## config.mk

```make
export PLATFORM = sky130hd
export DESIGN_NAME = pipe_skid_reg
export DESIGN_NICKNAME = d
export VERILOG_FILES = /design/src/rtl/pipe_skid_reg.sv
export SDC_FILE = /design/constraint.sdc
export NUM_CORES = 1
export LEC_CHECK = 0
export ABC_AREA = 1
export CAP_MARGIN = 20
export CORE_ASPECT_RATIO = 1.25
export CORE_MARGIN = 2
export CORE_UTILIZATION = 52
export DETAILED_ROUTE_END_ITERATION = 10
export PLACE_DENSITY = 0.81
export SLEW_MARGIN = 20
export SYNTH_ARGS = -nofsm -noshare
export SYNTH_HDL_FRONTEND = slang
export SYNTH_SLANG_ARGS = --single-unit
export TNS_END_PERCENT = 5
```

## constraint.sdc

```tcl
create_clock -name clk -period 2.4 [get_ports clk]
set_clock_uncertainty 0.1 [all_clocks]
set_input_delay 0.48 -clock clk [delete_from_list [all_inputs] [get_ports clk]]
set_output_delay 0.48 -clock clk [all_outputs]
set_load 0.005 [all_outputs]
```

## src/rtl/pipe_skid_reg.sv

```systemverilog
`default_nettype none
// ============================================================================
//  Module      : pipe_skid_reg
//  Description : Parametrised pipeline-stage register with a valid/ready
//                handshake and a 2-entry skid buffer (main = head, skid =
//                second). Supports stage freeze (hazard stall) and flush
//                (branch taken). A flush seen while frozen is held as pending
//                and applied on the first unfrozen cycle.
//  Revision    : 1.0 - initial release
// ============================================================================
module pipe_skid_reg #(
   parameter int unsigned DATA_W         = 64,
   parameter bit          CLEAR_ON_FLUSH = 1'b1
) (
   input  logic              clk,
   input  logic              rst_n,
   input  logic              freeze_i,
   input  logic              flush_i,
   input  logic              in_valid_i,
   output logic              in_ready_o,
   input  logic [DATA_W-1:0] in_data_i,
   output logic              out_valid_o,
   input  logic              out_ready_i,
   output logic [DATA_W-1:0] out_data_o,
   output logic [1:0]        occupancy_o,
   output logic              flush_pend_o
);

   // Occupancy state; the encoding doubles as the entry count.
   typedef enum logic [1:0] {
      ST_EMPTY = 2'd0,
      ST_ONE   = 2'd1,
      ST_TWO   = 2'd2
   } state_t;

   state_t            state_q, state_d;
   logic [DATA_W-1:0] main_q,  main_d;
   logic [DATA_W-1:0] skid_q,  skid_d;
   logic              flush_pend_q, flush_pend_d;

   logic              flush_eff;
   logic              in_fire;
   logic              out_fire;
   logic [DATA_W-1:0] flush_main_val;
   logic [DATA_W-1:0] flush_skid_val;

   // A deferred flush only takes effect once the freeze has lifted.
   assign flush_eff = (flush_i | flush_pend_q) & ~freeze_i;

   // in_ready is built from registered state and the freeze/flush inputs only,
   // so it never depends on out_ready. Gated by rst_n so nothing is offered
   // to upstream while reset is held.
   assign in_ready_o  = rst_n & (state_q != ST_TWO) & ~freeze_i
                        & ~flush_i & ~flush_pend_q;
   assign out_valid_o = (state_q != ST_EMPTY) & ~freeze_i & ~flush_eff;
   assign out_data_o  = main_q;
   assign occupancy_o = state_q;
   assign flush_pend_o = flush_pend_q;

   assign in_fire  = in_valid_i  & in_ready_o;
   assign out_fire = out_valid_o & out_ready_i;

   // Value the data registers take on a flush: zero, or unchanged.
   generate
      if (CLEAR_ON_FLUSH) begin : g_flush_clear
         assign flush_main_val = '0;
         assign flush_skid_val = '0;
      end else begin : g_flush_keep
         assign flush_main_val = main_q;
         assign flush_skid_val = skid_q;
      end
   endgenerate

   // Next-state logic: freeze > flush > normal handshake transfers.
   always_comb begin
      state_d      = state_q;
      main_d       = main_q;
      skid_d       = skid_q;
      flush_pend_d = flush_pend_q;

      if (freeze_i) begin
         // Everything holds; a flush arriving now is remembered.
         if (flush_i) begin
            flush_pend_d = 1'b1;
         end
      end else if (flush_eff) begin
         // Fresh or pending flush: one flush only, no transfers this cycle.
         state_d      = ST_EMPTY;
         main_d       = flush_main_val;
         skid_d       = flush_skid_val;
         flush_pend_d = 1'b0;
      end else begin
         unique case (state_q)
            ST_EMPTY: begin
               if (in_fire) begin
                  state_d = ST_ONE;
                  main_d  = in_data_i;
               end
            end
            ST_ONE: begin
               if (in_fire && out_fire) begin
                  // Head leaves and the new beat takes its place.
                  main_d = in_data_i;
               end else if (in_fire) begin
                  // Head is stalled; park the new beat behind it.
                  state_d = ST_TWO;
                  skid_d  = in_data_i;
               end else if (out_fire) begin
                  state_d = ST_EMPTY;
               end
            end
            ST_TWO: begin
               // in_ready is low here, so only a dequeue can occur; the skid
               // entry moves up to the head to keep FIFO order.
               if (out_fire) begin
                  state_d = ST_ONE;
                  main_d  = skid_q;
               end
            end
            default: begin
               state_d = ST_EMPTY;
            end
         endcase
      end
   end

   // State and data registers with asynchronous active-low reset.
   always_ff @(posedge clk or negedge rst_n) begin
      if (!rst_n) begin
         state_q      <= ST_EMPTY;
         main_q       <= '0;
         skid_q       <= '0;
         flush_pend_q <= 1'b0;
      end else begin
         state_q      <= state_d;
         main_q       <= main_d;
         skid_q       <= skid_d;
         flush_pend_q <= flush_pend_d;
      end
   end

endmodule
`default_nettype wire

```

# Yosys cells after proc, flatten, opt, wreduce, memory -nomap -nowiden
# Index checks and enable logic that the tools add are counted.
[totals]
regBits = 131
input_bits = 70
output_inout_bits = 69
elab_cells = 57
[classes]
eq_ne = 10
mux = 18
bitwise = 14
reduce_logical = 11
[ops]
columns = ["op", "count"]
rows = [
  ["$mux W64", 7],
  ["$pmux W64 S3", 1],
  ["$mux W2", 6],
  ["$ne A3 B3 Y1 const B", 4],
  ["$reduce_and A5 Y1", 2],
  ["$and A1 B1 Y1", 9],
  ["$reduce_bool A2 Y1", 4],
  ["$pmux W2 S3", 1],
  ["$ne A2 B2 Y1 const B", 2],
  ["$ne A4 B4 Y1 const B", 1],
  ["$not A1 Y1", 4],
  ["$reduce_and A4 Y1", 1],
  ["$reduce_bool A4 Y1", 1],
  ["$mux W1", 3],
  ["$eq A2 B1 Y1 const B", 1],
  ["$eq A2 B2 Y1 const B", 1],
  ["$logic_not A2 Y1", 1],
  ["$ne A2 B1 Y1 const B", 1],
  ["$reduce_and A2 Y1", 1],
  ["$logic_and A1 B1 Y1", 1],
  ["$or A1 B1 Y1", 1],
]

# Logic depth before layout (Yosys ltp)
# Gate-level depths: netlist of run 1.
[depth]
ltp_word = 10
depth_mapped = 12

# Worst setup path after synthesis of run 1
# Ideal clock, no wire load.
[synth_path]
path_type = "register to register"
from = "register state_q[0], in the netlist occupancy_o[0]"
to = "register skid_q[10]"
setup_ns = 0.130
arrival_time_ns = 1.642
t_required_ns = 2.170
path_slack_ns = 0.528
stages_incl_launch_ff = 12
period_less_slack_ns = 1.872
path_cell_list = "dfrtp_1 -> inv_1 -> ha_1 -> buf_2 -> nor2_2 -> nand3_2 -> nor2_2 -> nand3_1 -> buf_4 -> buf_2 -> nand3_1 -> o21ai_0"
[synth_via]
elab_chain_cells = 9
[synth_lines]
columns = ["element", "line_no", "text"]
rows = [
  ["start, declared", "36", "state_t state_q, state_d;"],
  ["start signal, assigned", "135", "state_q <= state_d;"],
  ["$ne A2 B2 Y1", "53", "assign in_ready_o = rst_n & (state_q != ST_TWO) & ~freeze_i"],
  ["$and A1 B1 Y1 (2 in a row)", "53", ""],
  ["$and A1 B1 Y1 (2 in a row)", "54", "& ~flush_i & ~flush_pend_q;"],
  ["$and A1 B1 Y1", "60", "assign in_fire = in_valid_i & in_ready_o;"],
  ["$logic_and A1 B1 Y1", "101", "if (in_fire && out_fire) begin"],
  ["$ne A2 B2 Y1 (no line)", "-", ""],
  ["$reduce_and A4 Y1 (no line) *", "-", ""],
  ["end signal, assigned", "137", "skid_q <= skid_d;"],
  ["end, declared", "38", "logic [DATA_W-1:0] skid_q, skid_d;"],
]
# Every way passes the cells marked *; elsewhere a longest branch is shown, timed or not.
# A chain may end at the register's enable or synchronous reset.

# Final worst setup path of run 1
[layout_path]
from = "register state_q[1], in the netlist occupancy_o[1]"
to = "output port in_ready_o"
[layout_via]
elab_chain_cells = 5
[layout_lines]
columns = ["element", "line_no", "text"]
rows = [
  ["$ne A2 B2 Y1", "53", ""],
  ["$and A1 B1 Y1 (2 in a row)", "53", ""],
  ["$and A1 B1 Y1 (2 in a row)", "54", ""],
  ["end, declared", "20", "output logic in_ready_o,"],
]
# No other way between the ends.

==> flow_summary_export.csv, run 1 <==
group,metric,value,unit
logic_synthesis,synth.net_count,957,
placement,gp_congestion,0.8513,
setup_path,cp.arrival,1.78,ns
drt,drc,0,
logic_synthesis,synth_edf_count,0,
layout,fin_nets,1078,
cts,cts_buffers,17,
sta,grt_setup_unrepaired,"yes",
drt,drt_wl_total,16590,µm
die,dieArea,14020,µm²
drt,vias,6195,
grt,grt_max_degree,115,
setup_path,rr_endpoint,"out_data_o[50]",
drt,first_pass_iters,5,
sta,max_freq,424.1,MHz
setup_path,required,1.82,ns
setup_path,crit_chain,"ha_4, nor2_2, nand3_2, inv_1, clkdlybuf4s50_1",
layout,diodes,0,
cts,cts_max_level,4,
setup_path,r2r_setup_slack,0.27,ns
pwr,p_leak,4.612,nW
logic_synthesis,synth_seq_cells,131,
cts,clk_pin_slew,0.05,ns
grt,track_usage,24.44,%
run,cap_violations,0,
grt,grt_pass1_wl,27520,µm
logic_synthesis,syn_area,6805,µm²
die,die_w,106.3,µm
placement,io_buffer_count,138,
cts,cts_tree,"yes",
logic_synthesis,synth-seq-area-share,48.17,%
logic_synthesis,ys_async_sr_fraction,100.0,%
drt,postRouteAntennaNets,0,
sta,final-hold-violation-count,0,
setup_path,reg2reg_from,"occupancy_o[0]",
setup_path,path_class,"register to output pin",
cts,clock-sinks,131,
logic_synthesis,ys_warn_count,0,
logic_synthesis,ys.flop_type,"dfrtp_1",
cts,cts_root_buf,"clkbuf_16",
die,pin_count,139,
setup_path,crit_buf_inv,2,
die,start_util,53.50,%
die,die_y,131.9,µm
setup_path,worst-r2r-cell-count,12,
drt,avgRoutedWirePerCell,14.00,µm
logic_synthesis,synth_top_area_share,48.17,%
logic_synthesis,synth_top_area_cell,"dfrtp_1",
sta,layout_worst_path_cycle_share,98.24,%
layout,drive_gt1_share,8.751,%
logic_synthesis,syn_inst,883,
setup_path,end_kind,"output pin",
placement,dp_hpwl,10340,µm
setup_path,crit_family,"buffers and inverters",
setup_path,cpPeakStageDelay,0.49,ns
grt,grt.overflow.total,0,
sta,worstMarginPinSlew,0.6370,ns
grt,antenna_found_initial,0,
worst_hold_path,hp-class,"input pin to async pin",
logic_synthesis,avgSynthCellArea,7.707,µm²
status,status,"finished, final reports clean",
sta,setup_violations,0,
logic_synthesis,synthTopCellsByCount,"nand2_1 (268), dfrtp_1 (131), inv_1 (114)",
setup_path,cp_slowest_cell,"clkdlybuf4s50_1",
sta,maxSlewViolCount,0,
logic_synthesis,yosys-top-cells-area,"dfrtp_1 (48%), nand2_1 (15%), inv_1 (6.3%)",
layout,area_growth_syn_to_layout,32.45,%
sta,fin_crit,2.358,ns
logic_synthesis,synth.distinct_cells,28,
drt,drtIter0Drc,398,
die,coreArea,12720,µm²
cts,clock_path_buffers,2,
die,rows,46,
setup_path,crit_fanout,4,
pwr,power,8.496,mW
pwr,power.density,942.6,nW/µm²
cts,clock_latency,0.41,ns
sta,tns,0,ns
setup_path,worstSetupStartpointType,"register",
pwr,ir_drop,0.5661,mV
sta,maxSlewHeadroom,57.53,%
logic_synthesis,yosysMostFrequentCell,"nand2_1",
drt,avgViaCountPerCell,5.228,
grt,grt_pass1_vias,5660,
[report_power, final]
part / internal [mW] / switching [mW]
combinational: 1.43 / 1.29
clock: 1.74 / 0.933
sequential: 2.77 / 0.325
total: 5.95 / 2.55
[worst register-to-register path, delay by kind of cell, from the launching register on]
family	cells	cell delay, ns
adders and majority gates	1	0.16
buffers and inverters	5	0.82
DFF	1	0.39
and+or+nand+nor	6	0.60
[flip-flops by register name (all words and copies together) (netlist names)]
| signal | cells |
|---|---|
| out_data_o | 64 |
| occupancy_o | 2 |
| skid_q | 64 |
| flush_pend_o | 1 |
[routing by layer]
metal  share of wire [%]  GRT usage [%]
met4                 2.1          8.480
met1                  43          32.27
met5                   0              0
met2                  50          39.81
met3                 5.2          5.388
[worst max path at each step]
stage	start	to	depth (start not counted)
after global routing	occupancy_o[0]	in_ready_o	6
after CTS	occupancy_o[1]	out_valid_o	6
after global placement	freeze_i	out_data_o[31]	11
after detailed placement	freeze_i	out_data_o[34]	11
final	occupancy_o[1]	in_ready_o	5
after floorplan	occupancy_o[0]	skid_q[10]	11
[cell usage in the layout (no fill, tap or decap), types with 16 or more instances in the layout]
cell type | synthesis | final
nand2_1 | 268 | 268
clkdlybuf4s50_1 | 0 | 136
dfrtp_1 | 131 | 130
inv_1 | 114 | 111
o21ai_0 | 85 | 85
nand3_1 | 68 | 67
nand4_1 | 65 | 65
o21ai_1 | 26 | 26
buf_4 | 8 | 19
clkbuf_16 | 0 | 17
clkinv_1 | 16 | 16
[repair_timing]
item                       CTS  global route
buffers inserted             3             3
hold endpoints to repair     1             0
setup endpoints to repair    2             2
gates resized for setup      2             4
hold buffers                 1             0
[cell families (layout without fill, tap and decap cells)]
| logic type | count (synthesis) | after routing | synth area share [%] |
|---|---|---|---|
| buf+inv | 200 | 334 | 13.55 |
| flops | 131 | 131 | 48.17 |
| compound gates | 123 | 123 | 9.432 |
| fa+ha+maj | 4 | 4 | 0.7355 |
| simple gates | 425 | 425 | 28.11 |
[layout make-up]
| type | instances | area (µm²) |
|---|---|---|
| multi-input cells | 552 | 2651 |
| repair buffers | 169 | 1758 |
| flip-flops and latches | 131 | 3279 |
| well taps | 168 | 210.2 |
| clock inverters | 8 | 123.9 |
| fillers | 1008 | 3706 |
| inverters | 133 | 499.2 |
| clock buffers | 24 | 491.7 |
[per-stage QoR]
| step | std cells | hold WS, ns | util [%] | setup WS (ns) | cell area [µm²] |
|---|---|---|---|---|---|
| 2_1_floorplan | 883 | 0.08441 | - | 0.5285 | 6805 |
| 3_3_place_gp | 1146 | 0.1636 | 65.54 | 0.05278 | 8337 |
| 3_5_place_dp | 1146 | 0.1634 | 65.54 | 0.01696 | 8337 |
| 4_1_cts | 1182 | 0.07490 | 70.65 | 0.009856 | 8986 |
| 5_1_grt | 1185 | 0.1009 | 70.86 | -0.01728 | 9014 |
| 6_report | 1185 | 0.05460 | 70.86 | 0.04232 | 9014 |
Power figures use the tool's default switching activity.
==> run 2: changes to the inputs <==
--- a/config.mk
+++ b/config.mk
@@ -12,7 +12,7 @@
 export CORE_UTILIZATION = 52
 export DETAILED_ROUTE_END_ITERATION = 10
 export PLACE_DENSITY = 0.81
-export SLEW_MARGIN = 20
+export SLEW_MARGIN = 25
 export SYNTH_ARGS = -nofsm -noshare
 export SYNTH_HDL_FRONTEND = slang
 export SYNTH_SLANG_ARGS = --single-unit
==> results of run 2 <==
Same layout as run 1: the final DEF is identical, and so are final timing and power.
==> run 3: changes to the inputs <==
--- a/config.mk
+++ b/config.mk
@@ -5,11 +5,11 @@
 export SDC_FILE = /design/constraint.sdc
 export NUM_CORES = 1
 export LEC_CHECK = 0
-export ABC_AREA = 1
+export ABC_AREA = 0
 export CAP_MARGIN = 20
 export CORE_ASPECT_RATIO = 1.25
 export CORE_MARGIN = 2
-export CORE_UTILIZATION = 52
+export CORE_UTILIZATION = 51
 export DETAILED_ROUTE_END_ITERATION = 10
 export PLACE_DENSITY = 0.81
 export SLEW_MARGIN = 25
==> run 3 against run 2 <==
  * Cell count fell by 23%
  * Hold slack better by 0.28 ns
  * Clock power is essentially flat
  * Power shrank 9.5%
  * Synthesized area down 9.0%
  * Sequential power decreased by 8.4%
  * Critical endpoint is now out_data_o[39]
  * Largest cell class unchanged
  * Highest routed layer unchanged
==> flow_summary_export.csv, run 3 <==
group,metric,value,unit
sta,maxSlewHeadroom,46.58,%
placement,place_area,7925,µm²
setup_path,critical_path.most_common_cell,"buf_4",
cts,clock_latency,0.41,ns
cts,clock-sinks,131,
drt,vias,5001,
cts,cts_max_level,4,
pwr,ir_drop,0.4733,mV
sta,final-hold-violation-count,0,
setup_path,path_class,"input pin to register",
setup_path,worst-r2r-cell-count,9,
sta,max_freq,418.7,MHz
drt,drt_wl_total,15390,µm
die,start_util,51.65,%
logic_synthesis,syn_inst,597,
logic_synthesis,yosysMostFrequentCell,"nand2_1",
cts,clk_pin_slew,0.06,ns
logic_synthesis,syn_area,6195,µm²
grt,grt.overflow.total,0,
layout,area_growth_syn_to_layout,39.93,%
die,die_y,127.2,µm
setup_path,endpoint,"out_data_o[39]",
pwr,power.density,886.6,nW/µm²
die,coreArea,11990,µm²
layout,fin_nets,814,
drt,drc,0,
grt,grt_pass1_wl,24930,µm
worst_hold_path,hp-class,"input pin to async pin",
logic_synthesis,synth_top_area_cell,"dfrtp_1",
layout,most-common-layout-cells,"nand2_1 (193), clkdlybuf4s50_1 (135), dfrtp_1 (131), mux2i_1 (65), o31ai_2 (55)",
setup_path,reg2reg_from,"occupancy_o[0]",
die,dieArea,13050,µm²
sta,fin_crit,2.389,ns
logic_synthesis,ys.flop_type,"dfrtp_1",
layout,mostFrequentLayoutCell,"nand2_1",
drt,avgViaCountPerCell,5.454,
logic_synthesis,synth-seq-area-share,52.92,%
logic_synthesis,synth_edf_count,0,
placement,dp_hpwl,10040,µm
die,pin_count,139,
logic_synthesis,synth_top_area_share,52.92,%
setup_path,required,2.61,ns
pwr,power,7.686,mW
sta,maxSlewViolCount,0,
grt,grt_max_degree,65,
setup_path,setup.worst_path.start,"flush_i",
die,die_w,102.6,µm
layout,drive_gt1_share,17.93,%
status,status,"finished, final reports clean",
setup_path,end_kind,"register",
logic_synthesis,ys_warn_count,0,
setup_path,r2r_setup_slack,0.06,ns
setup_path,cpPeakStageDelay,0.43,ns
setup_path,cp.arrival,2.60,ns
layout,diodes,0,
die,rows,45,
logic_synthesis,yosys-top-cells-area,"dfrtp_1 (53%), nand2_1 (12%), o31ai_2 (11%)",
drt,postRouteAntennaNets,0,
sta,worst_hold_slack,0.3344,ns
drt,avgRoutedWirePerCell,16.78,µm
setup_path,crit_fanout,20,
placement,gp_congestion,0.8427,
cts,cts_tree,"yes",
logic_synthesis,synth.distinct_cells,28,
logic_synthesis,avgSynthCellArea,10.38,µm²
cts,clock_path_buffers,2,
sta,setup_violations,0,
drt,first_pass_iters,5,
setup_path,cp_slowest_cell,"clkdlybuf4s50_1",
grt,track_usage,24.32,%
logic_synthesis,synth_seq_cells,131,
sta,layout_worst_path_cycle_share,99.52,%
logic_synthesis,ys_async_sr_fraction,100.0,%
grt,antenna_found_initial,0,
sta,worstMarginPinSlew,0.8012,ns
setup_path,worstSetupStartpointType,"input pin",
cts,cts_buffers,17,
run,cap_violations,0,
layout,fin_area,8668,µm²
logic_synthesis,synthTopCellsByCount,"nand2_1 (193), dfrtp_1 (131), mux2i_1 (65)",
grt,grt_pass1_vias,5013,
logic_synthesis,synth.net_count,671,
placement,io_buffer_count,138,
setup_path,crit_chain,"clkdlybuf4s50_1, or3_4, buf_4, nor4_4, buf_4, a31oi_4, buf_6, clkbuf_16, o31ai_2",
drt,drtIter0Drc,171,
pwr,p_leak,3.771,nW
setup_path,rr_endpoint,"out_data_o[39]",
cts,cts_root_buf,"clkbuf_16",
run 3: how the worst min path moves through the flow:
stage,endpoint,slack (ns),cells past startpoint
after CTS,out_data_o[8],0.32,2
after detailed placement,out_data_o[8],0.19,1
after global placement,skid_q[9],0.19,1
after floorplan,flush_pend_o,0.08,0
after global routing,out_data_o[8],0.33,2
final,out_data_o[8],0.33,2
run 3: final cells by class:
cell class | count | area [µm²]
fillers | 839 | 3324
flip-flops and latches | 131 | 3278
multi-input cells | 415 | 2741
repair buffers | 173 | 1813
clock buffers | 19 | 452.9
well taps | 164 | 205.2
clock inverters | 13 | 170.2
inverters | 2 | 7.507
run 3: worst max-delay path, delay by kind of cell:
kind	cells	cell delay (ns)
buffers and inverters	5	1.14
and+or+nand+nor	2	0.69
AOI/OAI and AO/OA	2	0.29
run 3: through the flow:
| stage | utilization, % | setup slack (ns) | instances | TNS (ns) |
|---|---|---|---|---|
| finish | 72.28 | 0.01142 | 917 | 0 |
| floorplan | - | 0.3027 | 597 | 0 |
| detailed placement | 66.08 | -0.3119 | 879 | -13.58 |
| global route | 72.28 | -0.04025 | 917 | -0.6025 |
| global placement | 66.08 | -0.3123 | 879 | -7.203 |
| CTS | 71.41 | 0.002712 | 913 | 0 |
run 3: cells by family (layout without fill, tap and decap cells):
logic type | count (synthesis) | count (layout) | synth area share, %
multiplexers | 65 | 65 | 10.50
buffers and inverters | 51 | 207 | 4.221
adder cells (fa/ha/maj) | 4 | 4 | 0.8079
AO/OA/AOI/OAI | 89 | 89 | 14.44
flip-flops | 131 | 131 | 52.92
XOR/XNOR | 1 | 1 | 0.1414
AND/OR/NAND/NOR | 256 | 256 | 16.97
run 3: what timing repair did:
item | CTS | global route
pin swaps | 1 | 0
endpoints found under the setup margin | 2 | 62
hold buffers | 1 | 0
cloned | 0 | 1
buffers inserted | 1 | 3
hold endpoints to repair | 8 | 0
gates resized for setup | 3 | 11
run 3: where the power goes:
| part | leakage [nW] | switching [mW] | internal [mW] | total [mW] |
|---|---|---|---|---|
| Combinational | 1.73 | 0.936 | 1.21 | 2.14 |
| Clock | 0.297 | 0.992 | 1.71 | 2.70 |
| Sequential | 1.75 | 0.234 | 2.61 | 2.84 |
| Total | 3.77 | 2.16 | 5.52 | 7.69 |
run 3: layer usage:
| metal | track usage, % | part of all wire, % | wire, µm |
|---|---|---|---|
| met2 | 40.14 | 53 | 8124 |
| met1 | 31.87 | 40 | 6228 |
| met3 | 5.525 | 4.9 | 761 |
| met4 | 7.529 | 1.8 | 271 |
| met5 | 0 | 0 | 0 |
